`src/rtl/seg_bcd_scan.sv`:
```
// Binary-to-BCD conversion (sequential double-dabble) driving a 6-digit multiplexed
// common-anode seven-segment display. Optional macro: SEG_LEADING_ZERO_BLANK_EN.
module seg_bcd_scan #(
  parameter int unsigned SCAN_CNT = 50000,
  parameter int unsigned BIN_W    = 20
) (
  input  logic             sys_clk,
  input  logic             sys_rst_n,
  input  logic [BIN_W-1:0] data,
  input  logic [5:0]       point,
  input  logic             en,
  output logic [5:0]       seg_sel,
  output logic [7:0]       seg_led
);

  typedef enum logic [1:0] {
    IDLE = 2'd0,
    CONV = 2'd1,
    DONE = 2'd2
  } state_t;

  localparam logic [BIN_W-1:0] MAX_VAL  = BIN_W'(999999);
  localparam logic [15:0]      CNT_LAST = 16'(SCAN_CNT - 1);

  state_t           state_q, state_d;
  logic [BIN_W-1:0] bin_q, bin_d;
  logic [23:0]      acc_q, acc_d, acc_adj;
  logic [4:0]       bit_cnt_q, bit_cnt_d;
  logic [23:0]      bcd_reg_q, bcd_reg_d;
  logic [15:0]      cnt_q, cnt_d;
  logic [2:0]       idx_q, idx_d;
  logic [5:0]       seg_sel_q, seg_sel_d;
  logic [7:0]       seg_led_q, seg_led_d;
  logic             tick;
  logic [3:0]       nib;
  logic             blank_lz;

  // Per-nibble +3 correction; nibbles never carry into each other.
  function automatic logic [23:0] add3(input logic [23:0] a);
    logic [23:0] r;
    logic [3:0]  n;
    r = a;
    for (int i = 0; i < 6; i++) begin
      n = a[4*i +: 4];
      if (n >= 4'd5) n = n + 4'd3;
      r[4*i +: 4] = n;
    end
    return r;
  endfunction

  function automatic logic [6:0] seg7(input logic [3:0] d);
    logic [6:0] c;
    case (d)
      4'd0:    c = 7'h40;
      4'd1:    c = 7'h79;
      4'd2:    c = 7'h24;
      4'd3:    c = 7'h30;
      4'd4:    c = 7'h19;
      4'd5:    c = 7'h12;
      4'd6:    c = 7'h02;
      4'd7:    c = 7'h78;
      4'd8:    c = 7'h00;
      4'd9:    c = 7'h10;
      default: c = 7'h7F;
    endcase
    return c;
  endfunction

  always_comb begin
    state_d   = state_q;
    bin_d     = bin_q;
    acc_d     = acc_q;
    bit_cnt_d = bit_cnt_q;
    bcd_reg_d = bcd_reg_q;
    acc_adj   = add3(acc_q);
    case (state_q)
      IDLE: begin
        bin_d     = (data > MAX_VAL) ? MAX_VAL : data;
        acc_d     = 24'd0;
        bit_cnt_d = 5'(BIN_W);
        state_d   = CONV;
      end
      CONV: begin
        acc_d     = (acc_adj << 1) | 24'(bin_q[BIN_W-1]);
        bin_d     = bin_q << 1;
        bit_cnt_d = bit_cnt_q - 5'd1;
        if (bit_cnt_q == 5'd1) state_d = DONE;
      end
      DONE: begin
        bcd_reg_d = acc_q;
        state_d   = IDLE;
      end
      default: state_d = IDLE;
    endcase
  end

  always_comb begin
    tick  = (cnt_q == CNT_LAST);
    cnt_d = tick ? 16'd0 : cnt_q + 16'd1;
    idx_d = idx_q;
    if (tick) idx_d = (idx_q == 3'd5) ? 3'd0 : idx_q + 3'd1;
  end

  // Output stage: one-cycle registered view of the current digit slot.
  always_comb begin
    nib = 4'(bcd_reg_q >> {idx_q, 2'b00});
`ifdef SEG_LEADING_ZERO_BLANK_EN
    blank_lz = (idx_q != 3'd0) && ((bcd_reg_q >> {idx_q, 2'b00}) == 24'd0);
`else
    blank_lz = 1'b0;
`endif
    seg_sel_d = 6'h3F;
    seg_led_d = 8'hFF;
    if (en) begin
      seg_sel_d = ~(6'b1 << idx_q);
      seg_led_d = {~point[idx_q], blank_lz ? 7'h7F : seg7(nib)};
    end
  end

  always_ff @(posedge sys_clk) begin
    if (!sys_rst_n) begin
      state_q   <= IDLE;
      bit_cnt_q <= 5'd0;
      bcd_reg_q <= 24'd0;
      cnt_q     <= 16'd0;
      idx_q     <= 3'd0;
      seg_sel_q <= 6'h3F;
      seg_led_q <= 8'hFF;
    end else begin
      state_q   <= state_d;
      bit_cnt_q <= bit_cnt_d;
      bcd_reg_q <= bcd_reg_d;
      cnt_q     <= cnt_d;
      idx_q     <= idx_d;
      seg_sel_q <= seg_sel_d;
      seg_led_q <= seg_led_d;
    end
  end

  // Shift datapath is always reloaded in IDLE, so it carries no reset.
  always_ff @(posedge sys_clk) begin
    bin_q <= bin_d;
    acc_q <= acc_d;
  end

  assign seg_sel = seg_sel_q;
  assign seg_led = seg_led_q;

endmodule

```
`config.mk`:
```
export PLATFORM = sky130hd
export DESIGN_NAME = seg_bcd_scan
export DESIGN_NICKNAME = d
export VERILOG_FILES = /design/src/rtl/seg_bcd_scan.sv
export SDC_FILE = /design/constraint.sdc
export NUM_CORES = 1
export LEC_CHECK = 0
export ABC_CLOCK_PERIOD_IN_PS = 7700
export CAP_MARGIN = 20
export CORE_MARGIN = 3
export CORE_UTILIZATION = 40
export CTS_BUF_LIST = sky130_fd_sc_hd__clkbuf_8 sky130_fd_sc_hd__clkbuf_16
export CTS_CLUSTER_SIZE = 25
export DETAILED_ROUTE_END_ITERATION = 16
export HOLD_SLACK_MARGIN = 0.03
export RECOVER_POWER = 100
export SYNTH_ARGS = -nofsm -noshare
export SYNTH_HDL_FRONTEND = slang
export SYNTH_SLANG_ARGS = --single-unit
```
`constraint.sdc`:
```
create_clock -name sys_clk -period 7.7 [get_ports sys_clk]
set_input_delay 1.54 -clock sys_clk [delete_from_list [all_inputs] [get_ports sys_clk]]
set_output_delay 1.54 -clock sys_clk [all_outputs]
set_load 0.01 [all_outputs]
```
==> flow_results.org <==
** Yosys
- Of the post-synthesis cell area, the dominant cell type holds 26.2%.
- Register area share after synthesis :: 51.6%
- Synthesis produced a netlist with a net count of 571.
- Counting flops with a built-in enable in the synthesized netlist gives 44.
- The most used flip-flop cell after synthesis is dfxtp_1.
- Counting instances in the post-synthesis netlist gives the leading cell types as 93 x nand2_1, 64 x dfxtp_1, 56 x nor2_1.
- Count of distinct cell types in the synthesized netlist :: 45
- Of all flip-flops after synthesis, the portion carrying an async set or reset was 0%.
- A synthesized cell averages 9.68 um^2.
- Combined area of all synthesized cells :: 0.00504 mm^2
- Largest area contributor in the synthesized netlist :: edfxtp_1
- Dominant cell by count in the synthesized netlist :: nand2_1
- After technology mapping, the gate count stands at 521.
- Top post-synthesis cells by area :: edfxtp_1 26%, dfxtp_1 25%, nand2_1 6.9%, ha_1 5.2%, nor2_1 4.2%
- Warnings from Yosys :: 0
- After synthesis the netlist holds a flip-flop and latch count of 108.

** Pwr
- In this run the power density over the cells is 208 mW/mm^2.
- Summed over all nets, the switching power comes to 0.000267 W.
- Combinational logic burns 7.6% of the power.
- Cell leakage power :: 2.13 nW
- Internal power summed over all cells :: 0.000957 W
- The clock network burns 39.8% of the power.
- VDD sags by at most 0.112 mV.
- Fraction of power spent switching nets :: 21.8%
- Flop pwr share :: 52.6%

** Critical path
- Element type at the critical path start :: input pin
- Of all nets on the critical path, the largest fanout is 29.
- The setup check on the worst reg-to-reg path leaves a slack of 4.30 ns.
- By startpoint and endpoint, the worst setup path is classified as input pin to flip-flop.
- The worst setup path is captured at a flip-flop.
- Data on the critical path is required at its endpoint by 7.93 ns.
- Data arrives at the worst endpoint at 3.90 ns.

** Global route
- Wire length of the first global-routing pass :: 15.8 mm
- Initial antenna violation count :: 0
- In the global route stage, overall resource usage came out at 13.9%.
- Entering global routing, the biggest net connects 49 pins.
- Number of global-route vias before repair :: 3483
- The total overflow left after global routing is 0.

** Timing
- Slew HR :: -73.2%
- At the pin with the least slew margin, the transition time is 2.60 ns.
- The final count of pins violating max slew is 49.
- Setup repair after global routing left no endpoint under its margin.
- Hold Slack :: 0.452 ns
- Setup TNS Final :: 0 ns
- Setup violations remaining at the end of the flow were counted as 0.
- Counting I/O delays and the setup requirement, the final critical path takes 3.67 ns.
- Count of endpoints failing hold in the final timing report :: 0
- For the final database, setup skew stands at 0.00709 ns.
- Derived from the worst setup path, the maximum achievable clock frequency is 272 MHz.
- In the finished design, the share of the clock period the worst path needs comes to 47.7%.

** Clock tree
- At the later pin of the worst-skew pair, clock insertion delay measures 0.35 ns.
- Counting along the longest clock path gives a buffer depth of 2.
- Clock slew at the register clock pins of the worst setup and hold paths :: 0.07 ns
- After clock tree synthesis, the setup repair step added 0 buffers.
- Number of cells upsized or downsized after cts :: 0
- # H-tree levels :: 3
- TritonCTS built the clock tree.
- The root buffer cell chosen for the clock tree is clkbuf_16.
- Count of hold-fix buffers inserted at cts :: 0
- CTS sink cnt :: 108
- In this run, CTS created clock tree buffers numbering 9.

** Finish
- Cells fill 48.5% of the core in the end.
- Cell area after layout :: 0.00590 mm^2
- The final layout contains 606 nets.
- Compared with the post-synthesis result, the final layout area differs by 17.0%.
- The filler cells instantiated in the layout total 1165.
- Number of antenna cells inserted :: 0
- The post-route netlist has 3.92% of its cells at a drive strength greater than 1.

** Detailed routing
- Final ANT Viol Nets :: 0
- For this block, the routed nets add up to 9.16 mm of wire.
- Ratio of routed vias to standard cells :: 4.84
- For this run, design rule violations remaining after detail routing come to 0.
- Number of search-and-repair iterations in the first detailed-routing pass :: 4
- The final route contains 3527 vias.
- The first routing iteration left 191 violations.
- Drt wl/cell :: 12.6 um

** Hold path
- Path type of the worst min-delay path :: flip-flop to flip-flop

** Status
- Result of the run :: finished, violations left
- Violations in the final reports :: capacitance limit, slew limit

** Placement
- Instance area after placement :: 0.00559 mm^2
- Once detailed placement completed, the half-perimeter wirelength came to 6.42 mm.
- Input and output buffers added on the ports amount to 42.
- Routability cong. :: 0.797

** Floorplanning
- The die is 118 um tall.
- The floorplan step defined a die boundary enclosing 0.0140 mm^2.
- Rows :: 40
- Starting density of the core :: 41.5%
- I/O pin count :: 43
- Overall die width :: 118 um
- The total area inside the core boundary comes to 0.0122 mm^2.

** Run
- Max cap viols :: 1
[final timing paths]
kind | end | start | cells after the start
worst max register to register | bcd_reg_q[11] | state_q[1] | 6
worst max-delay path | seg_led[6] | sys_rst_n | 5
worst min-delay path | cnt_q[0] | cnt_q[0] | 1
worst min register to register | cnt_q[0] | cnt_q[0] | 1
[sequential cells by signal (all words and copies together), names as in the netlist, 3 cells and up]
name / flops
seg_sel: 6
acc_q: 24
cnt_q: 16
seg_led: 8
bcd_reg_q: 24
idx_q: 3
bin_q: 20
bit_cnt_q: 5
[cells by family after synthesis]
group / after synthesis / share of synthesized area [%]
AND/OR/NAND/NOR: 209 / 18.2
flip-flops: 108 / 51.6
AO/OA/AOI/OAI: 93 / 12.4
buffers and inverters: 48 / 4.04
XOR/XNOR: 26 / 4.52
adder cells (fa/ha/maj): 21 / 5.21
multiplexers: 16 / 3.95
[cell usage in the layout (no fill, tap or decap), types with 3 or more instances in the layout]
master and instances:
nand3_1 9, clkdlybuf4s50_1 25, a21boi_0 28, dlygate4sd3_1 17
mux2i_1 12, nor2_1 56, or3_1 6, a21oi_1 31
clkbuf_16 9, and3_1 5, edfxtp_1 44, and2_1 4
o22a_1 7, nand2_1 93, clkbuf_1 5, nand2b_1 9
mux4_2 3, xnor2_1 17, nand4_1 3, xor2_1 9
o21ai_0 11, nor3_1 13, inv_1 26, ha_1 21
a22o_1 6, dfxtp_1 64
[area by class of cell]
type	count	area, um^2	share of cell area [%]
clock inverters	7	91.3	1.55
well taps	168	210	3.56
repair buffers	47	439	7.45
multi-input cells	365	2240	37.9
inverters	25	93.8	1.59
clock buffers	9	225	3.82
flip-flops and latches	108	2600	44.1
[layer usage]
metal	vias up	share of wire, %	track usage [%]
li1	1843	-	-
met1	1628	47	17.0
met2	48	47	23.3
met3	8	4.3	4.59
met4	0	1.3	4.03
met5	-	0	0
[critical path: stages]
cell,delay [ns]
dlygate4sd3_1,0.75
clkbuf_1,0.77
and2_0,0.46
and4_1,0.32
a21oi_1,0.06
[through the flow]
step                      setup WS [ns]  std cells  total power (W)
final                              4.03        729          0.00122
after global routing               3.78        729          0.00128
after CTS                          4.35        728          0.00125
after detailed placement           3.97        712         0.000753
after global placement             4.02        712         0.000749
after floorplan                    4.68        521         0.000717
[power by group through the flow]
stage	sequential (W)	combinational, W	clock [W]
after floorplan	0.000652	0.0000645	0
after global placement	0.000656	0.0000931	0
after detailed placement	0.000657	0.0000962	0
after CTS	0.000644	0.0000969	0.000505
after global routing	0.000648	0.000108	0.000524
final	0.000644	0.0000929	0.000488
No activity file was read; power rests on OpenSTA's default activity.
